### src/rtl/period_meter_pkg.sv
// Shared types and defaults for the period meter.
// Latency: n/a (declarations only).
// Backpressure: n/a.
package period_meter_pkg;

  // Default width of the period counter and of the measured result.
  localparam int PM_WIDTH_DEFAULT = 28;

  // IDLE waits for the pulse that starts a period; MEASURE counts it.
  typedef enum logic {
    IDLE    = 1'b0,
    MEASURE = 1'b1
  } pm_state_t;

endpackage

### src/rtl/period_counter.sv
// Free-running period counter with synchronous load-zero and an all-ones flag.
// Latency: count changes on the clock edge after load_zero/incr; terminal is combinational.
// Backpressure: none; load_zero wins over incr.
module period_counter
  import period_meter_pkg::*;
#(
  parameter int WIDTH = PM_WIDTH_DEFAULT
) (
  input  logic             clock_in,
  input  logic             resetn,
  input  logic             load_zero,
  input  logic             incr,
  output logic [WIDTH-1:0] count,
  output logic             terminal
);

  localparam logic [WIDTH-1:0] ONE = WIDTH'(1);

  // Restart from zero or advance by one cycle of elapsed period.
  always_ff @(posedge clock_in or negedge resetn) begin
    if (!resetn) begin
      count <= '0;
    end else if (load_zero) begin
      count <= '0;
    end else if (incr) begin
      count <= count + ONE;
    end
  end

  // All-ones: one more non-pulse cycle would exceed the representable period.
  assign terminal = &count;

endmodule

### src/rtl/period_meter.sv
// Measures cycles between pulse_in strobes; rate_out = cycles-between-pulses minus 1.
// Latency: rate_out/valid/sample update one cycle after the closing pulse; clear takes effect next edge.
// Backpressure: none; optional lock detector enabled by defining PERIOD_METER_LOCK_EN.
module period_meter
  import period_meter_pkg::*;
#(
  parameter int WIDTH      = PM_WIDTH_DEFAULT,
  parameter int LOCK_COUNT = 4
) (
  input  logic             clock_in,
  input  logic             resetn,
  input  logic             pulse_in,
  input  logic             clear,
  output logic [WIDTH-1:0] rate_out,
  output logic             valid,
  output logic             sample,
  output logic             overflow,
  output logic             locked
);

  pm_state_t        state;
  pm_state_t        state_nxt;
  logic             cnt_load;
  logic             cnt_incr;
  logic             capture;
  logic             ovf_hit;
  logic [WIDTH-1:0] count;
  logic             terminal;

  period_counter #(
    .WIDTH(WIDTH)
  ) u_counter (
    .clock_in (clock_in),
    .resetn   (resetn),
    .load_zero(cnt_load),
    .incr     (cnt_incr),
    .count    (count),
    .terminal (terminal)
  );

  // State register.
  always_ff @(posedge clock_in or negedge resetn) begin
    if (!resetn) begin
      state <= IDLE;
    end else begin
      state <= state_nxt;
    end
  end

  // Next state and counter/result control; clear overrides any pulse.
  always_comb begin
    state_nxt = state;
    cnt_load  = 1'b0;
    cnt_incr  = 1'b0;
    capture   = 1'b0;
    ovf_hit   = 1'b0;
    if (clear) begin
      state_nxt = IDLE;
      cnt_load  = 1'b1;
    end else begin
      case (state)
        IDLE: begin
          if (pulse_in) begin
            state_nxt = MEASURE;
            cnt_load  = 1'b1;
          end
        end
        MEASURE: begin
          if (pulse_in) begin
            // A pulse on the all-ones count is still a valid measurement.
            capture  = 1'b1;
            cnt_load = 1'b1;
          end else if (terminal) begin
            state_nxt = IDLE;
            cnt_load  = 1'b1;
            ovf_hit   = 1'b1;
          end else begin
            cnt_incr = 1'b1;
          end
        end
        default: begin
          state_nxt = IDLE;
          cnt_load  = 1'b1;
        end
      endcase
    end
  end

  // Result registers; rate_out and overflow survive clear, overflow is sticky.
  always_ff @(posedge clock_in or negedge resetn) begin
    if (!resetn) begin
      rate_out <= '0;
      valid    <= 1'b0;
      sample   <= 1'b0;
      overflow <= 1'b0;
    end else begin
      sample <= capture;
      if (capture) begin
        rate_out <= count;
        valid    <= 1'b1;
      end
      if (clear || ovf_hit) begin
        valid <= 1'b0;
      end
      if (ovf_hit) begin
        overflow <= 1'b1;
      end
    end
  end

`ifdef PERIOD_METER_LOCK_EN
  localparam int MW = $clog2(LOCK_COUNT + 1);
  localparam logic [MW-1:0] MATCH_MAX = MW'(LOCK_COUNT);
  localparam logic [MW-1:0] MATCH_THR = MW'(LOCK_COUNT - 1);
  localparam logic [MW-1:0] MATCH_ONE = MW'(1);

  logic [MW-1:0] match_cnt;
  logic [MW-1:0] match_nxt;

  // Match count after this capture; the first measurement after IDLE has no
  // previous result (valid low) and so counts as a mismatch.
  always_comb begin
    match_nxt = match_cnt;
    if (capture) begin
      if (valid && (count == rate_out)) begin
        match_nxt = (match_cnt >= MATCH_MAX) ? match_cnt : match_cnt + MATCH_ONE;
      end else begin
        match_nxt = '0;
      end
    end
  end

  // Lock state follows the match count, updated together with sample.
  always_ff @(posedge clock_in or negedge resetn) begin
    if (!resetn) begin
      match_cnt <= '0;
      locked    <= 1'b0;
    end else if (clear || ovf_hit) begin
      match_cnt <= '0;
      locked    <= 1'b0;
    end else if (capture) begin
      match_cnt <= match_nxt;
      locked    <= (match_nxt >= MATCH_THR);
    end
  end
`else
  // Lock detection not built: report never locked.
  assign locked = 1'b0;
`endif

endmodule

### config.mk
export PLATFORM = sky130hd
export DESIGN_NAME = period_meter
export DESIGN_NICKNAME = d
export VERILOG_FILES = /design/src/rtl/period_meter_pkg.sv /design/src/rtl/period_counter.sv /design/src/rtl/period_meter.sv
export SDC_FILE = /design/constraint.sdc
export NUM_CORES = 1
export LEC_CHECK = 0
export BUFFER_PORTS_ARGS = -buffer_cell sky130_fd_sc_hd__buf_2
export CAP_MARGIN = 10
export CORE_MARGIN = 2
export CORE_UTILIZATION = 30
export DETAILED_ROUTE_END_ITERATION = 10
export PLACE_DENSITY_LB_ADDON = 0.2
export SYNTH_ARGS = -nofsm -noshare
export SYNTH_HDL_FRONTEND = slang
export SYNTH_SLANG_ARGS = --single-unit
### constraint.sdc
create_clock -name clock_in -period 2.1 [get_ports clock_in]
set_input_delay 0.105 -clock clock_in [delete_from_list [all_inputs] [get_ports clock_in]]
set_output_delay 0.105 -clock clock_in [all_outputs]
set_load 0.02 [all_outputs]
---- After elaboration in Yosys (flattened, before gate mapping) ----
Index checks and enable logic that the tools add are counted.
operators by class
  add/sub/neg operators ................... 1
  multiply operators ...................... 0
  divide/modulo/power cells ............... 0
  $lt $le $gt $ge ......................... 0
  equal/unequal tests ..................... 0
  shift operators ......................... 0
  mux-type cells .......................... 21
  bitwise logic cells ..................... 1
  reduce and logical (&&, ||, !) cells .... 4
operator list
  kind                     count
  $mux W28                 2
  $add A28 B1 Y28 const B  1
  $reduce_and A28 Y1       1
  $mux W1                  17
  $pmux W1 S2              2
  $reduce_bool A2 Y1       2
  $logic_or A1 B1 Y1       1
  $not A1 Y1               1
word-level totals
  flip-flop bits (word level) ............. 60
  bits in latches ......................... 0
  RAM bits ................................ 0
  memory bits (read-only) ................. 0
  input bits .............................. 4
  output and inout port bits .............. 32
  word-level logic and storage cells ...... 33
  memories kept ........................... 0

---- Longest topological paths before layout ----
  depth in word-level cells ............... 7
  depth in mapped cells ................... 7

---- Modules after synthesis ----
A second synthesis with hierarchy kept.
unflattened totals
  cell total of the unflattened synthesis .. 233
  area total of the unflattened synthesis .. 2756.4 sq um
by module, submodules not included
  module          times used  cells each  area an instance (sq um)
  period_counter  1           155         1491.4
  period_meter    1           78          1265.0

---- Least setup slack after synthesis ----
Ideal clock, no wire load.
  kind .................................... flip-flop to flip-flop
  start point ............................. register u_counter.count[0]
  end point ............................... register u_counter.count[16]
  library setup time ...................... 77 ps
  arrival time ............................ 1671 ps
  required time ........................... 2023 ps
  slack ................................... 351 ps
  stages on the path, launching flop included .. 8
  buffers on the path ..................... 2
  clock period less this slack ............ 1749 ps
  path through ............................ dfrtp_1 -> ha_1 -> and3_1 -> clkbuf_1 -> o2111ai_1 -> buf_2 -> or3_1 -> a21oi_1
between the ends
  longest elaborated chain between the ends .. 6
RTL lines
  element                                                  line                  text
  from (decl)                                              period_counter.sv:13  output logic [WIDTH-1:0] count,
  from (signal assigned)                                   period_counter.sv:26  count <= count + ONE;
  branches (longest 6 deep; another with $add A28 B1 Y28)  --
Parallel ways; which one is timed is not known. The select of a mux whose other input is x is not followed.
A chain may end at the register's enable or synchronous reset.

---- Final worst setup path ----
  start point ............................. register u_counter.count[0]
  end point ............................... register u_counter.count[20]
Same word-level chain as after synthesis.

==> summary.json <==
{
  "clock-sinks": 60,
  "ys_types": 41,
  "routed_via_density": 5.04,
  "mappedNetlistNets": 237,
  "max_cap_viol_count": 0,
  "fp.dieH_um": 99.0,
  "layout_overhead_on_the_synthesized_area_pct": 19.5,
  "cts-buffers-inserted": 9,
  "post_synth_edffs": 0,
  "seq_power_share_pct": 51.3,
  "ctsLongestPathBuffers": 2,
  "holdCritPathClass": "in -> reg",
  "worst-endpoint-arrival_ns": 2.20,
  "synth.largest_area_cell": "sky130_fd_sc_hd__dfrtp_1",
  "hold_viol": 0,
  "status": "finished clean",
  "synth_top_cell_area_share_pct": 55.4,
  "timing.fmax_mhz": 514,
  "setup_repair_after_global_routing_missed_its_margin": "no",
  "io_buffers": 34,
  "synth_most_common_cell": "sky130_fd_sc_hd__dfrtp_1",
  "rows": 34,
  "io-pin-count": 36,
  "grt_start_max_net_pins": 34,
  "comb_power_share_pct": 4.0,
  "p_sw_share_pct": 21.8,
  "clkPwrFrac_pct": 44.7,
  "final_weighted_congestion_in_routability_driven_placement": 0.790,
  "power.density_nw_per_um2": 704,
  "p_sw_mw": 0.496,
  "leakagePower_nw": 1.55,
  "htree_num_levels": 3,
  "skew_ns": 0.00937,
  "wl_per_cell_um": 14.7,
  "clkSlewWorstSetupHoldPaths_ns": 0.06,
  "class_of_the_most_critical_setup_path": "reg -> reg",
  "detailedRoute.firstPassIterationCount": 4,
  "synth_area_um2": 2710,
  "wirelength_mm": 5.68,
  "antenna_violating_nets_post_route": 0,
  "critPathRequiredTime_ns": 2.35,
  "cts_setup_buffers": 0,
  "async_reset_ff_share_pct": 100,
  "core_region_area_um2": 8720,
  "timing_max_transition_violations_final": 0,
  "cts_hold_repair.buffers": 1,
  "syn_inst": 232,
  "worstSkewPairLatency_ns": 0.33,
  "synth_top_cells_by_count": "sky130_fd_sc_hd__dfrtp_1 (60), sky130_fd_sc_hd__mux2_2 (25), sky130_fd_sc_hd__a21oi_1 (16)",
  "period_minus_slack_ns": 1.94,
  "ys_ff_latch": 60,
  "timing_worst_slew_pin_value_ns": 0.656,
  "grt_overflow_total": 0,
  "maxSlewHeadroom_pct": 56.3,
  "p_total_mw": 2.28,
  "ys_seq_area_share_pct": 55.4,
  "diodes": 0,
  "number_of_remaining_drc_errors": 0,
  "ir_worst_vdd_v": 0.000240,
  "synth-main-ff-cell": "sky130_fd_sc_hd__dfrtp_1",
  "syn-mean-instance-area_um2": 11.7,
  "via_count_of_the_first_global_routing_pass": 1974,
  "critPathMaxFanout": 15,
  "grt_antenna_before_repair": 0,
  "synth-warning-count": 0,
  "floorplan.die_area_um2": 9810,
  "dp_hpwl_mm": 3.80,
  "final_net_count": 279,
  "report.final.setup_viol": 0,
  "first_iter_violations": 72,
  "post_route_cells_drive_above_1_share_pct": 32.6,
  "final_min_period_over_clock_period_pct": 92.6,
  "grt_pass1_wl_mm": 9.91,
  "synth_top_cells_by_area": "sky130_fd_sc_hd__dfrtp_1 (55%), sky130_fd_sc_hd__mux2_2 (10%), sky130_fd_sc_hd__a21oi_1 (3.0%)",
  "timing.critical_path.to_type": "register",
  "clock_tree_from_tritoncts": "yes",
  "setup_total_negative_slack_ns": 0,
  "int_power_mw": 1.78,
  "floorplan.initialDensity_pct": 31.1,
  "cp-start-kind": "register",
  "floorplan.die.width_um": 99.0,
  "total_via_count_after_detailed_routing": 1951,
  "cts_repair_resize_count": 0,
  "grt_usage_pct": 12.7,
  "cts.root.buffer_cell": "sky130_fd_sc_hd__clkbuf_8",
  "timing.reg2reg.setup_slack_ns": 0.16
}
-- through the flow --
step                      util [%]  cell area [um^2]  worst slack (ns)  cells  hold slack [ns]
final                         37.1              3240             0.156    387           0.0331
after global routing          37.1              3240           0.00120    387           0.0272
after CTS                     37.1              3240             0.137    387           0.0177
after detailed placement      34.7              3030             0.151    370            0.189
after global placement        34.7              3030             0.249    370            0.181
after floorplan                  -              2710             0.351    232           -0.191
-- worst max-delay path, stage by stage, from the launching register on --
cell and delay [ns]:
sky130_fd_sc_hd__dfrtp_1 0.41, sky130_fd_sc_hd__ha_1 0.19, sky130_fd_sc_hd__and3_1 0.28, sky130_fd_sc_hd__o2111ai_1 0.14, sky130_fd_sc_hd__buf_4 0.21, sky130_fd_sc_hd__or4_1 0.47
sky130_fd_sc_hd__a21oi_1 0.17
-- worst paths after layout --
kind,cells past startpoint,endpoint,from
max in group asynchronous,3,rate_out[23]$_DFFE_PN0P_,resetn
hold reg to reg,1,overflow$_DFFE_PN0P_,overflow$_DFFE_PN0P_
min in group asynchronous,2,rate_out[7]$_DFFE_PN0P_,resetn
hold / removal,2,state$_DFF_PN0_,clear
setup / recovery,6,u_counter.count[20]$_DFFE_PN0P_,u_counter.count[0]$_DFFE_PN0P_
setup reg to reg,6,u_counter.count[20]$_DFFE_PN0P_,u_counter.count[0]$_DFFE_PN0P_
-- layout make-up --
| class | instances | area (um^2) |
|---|---|---|
| Clock buffer | 16 | 200 |
| Inverter | 5 | 18.8 |
| Sequential cell | 60 | 1500 |
| Timing Repair Buffer | 45 | 280 |
| Multi-Input combinational cell | 153 | 1100 |
| Fill cell | 869 | 5480 |
| Tap cell | 108 | 135 |
-- power groups by stage --
stage               combinational (mW)  sequential, mW  clock [mW]
detailed placement              0.0950            1.19           0
floorplan                       0.0418            1.19           0
CTS                             0.0966            1.17        1.05
global placement                0.0956            1.19           0
finish                          0.0920            1.17        1.02
global route                     0.104            1.17        1.11
-- registers in the layout (all words and copies together), names as in the netlist --
register         cells
rate_out            28
u_counter.count     28
overflow             1
sample               1
state                1
valid                1
-- logic make-up after synthesis --
logic type	count (synthesis)	synth area share, %
simple gates	71	15.7
flops	60	55.4
compound gates	44	10.3
mux	26	10.8
buf+inv	19	3.92
xor+xnor	10	3.23
fa+ha+maj	1	0.462
other cells	1	0.138
-- cells in the final DEF (no fill, tap or decap), types with 8 or more instances in the layout --
cell type and instances:
sky130_fd_sc_hd__xor2_1 9, sky130_fd_sc_hd__buf_4 8, sky130_fd_sc_hd__clkbuf_8 14, sky130_fd_sc_hd__mux2_2 25, sky130_fd_sc_hd__nand3_1 9, sky130_fd_sc_hd__or3_1 8, sky130_fd_sc_hd__nand2_1 12, sky130_fd_sc_hd__buf_2 34
sky130_fd_sc_hd__o21ai_0 13, sky130_fd_sc_hd__a21oi_1 16, sky130_fd_sc_hd__dfrtp_1 60, sky130_fd_sc_hd__nor2_1 11, sky130_fd_sc_hd__o31ai_1 8
-- layer usage --
metal	vias up	wire length (um)	track usage [%]
met3	10	224	2.98
met5	-	0	0
met2	40	2430	18.0
met1	964	2900	17.8
li1	937	-	-
met4	0	122	7.27
(Power assumes the default switching activity.)
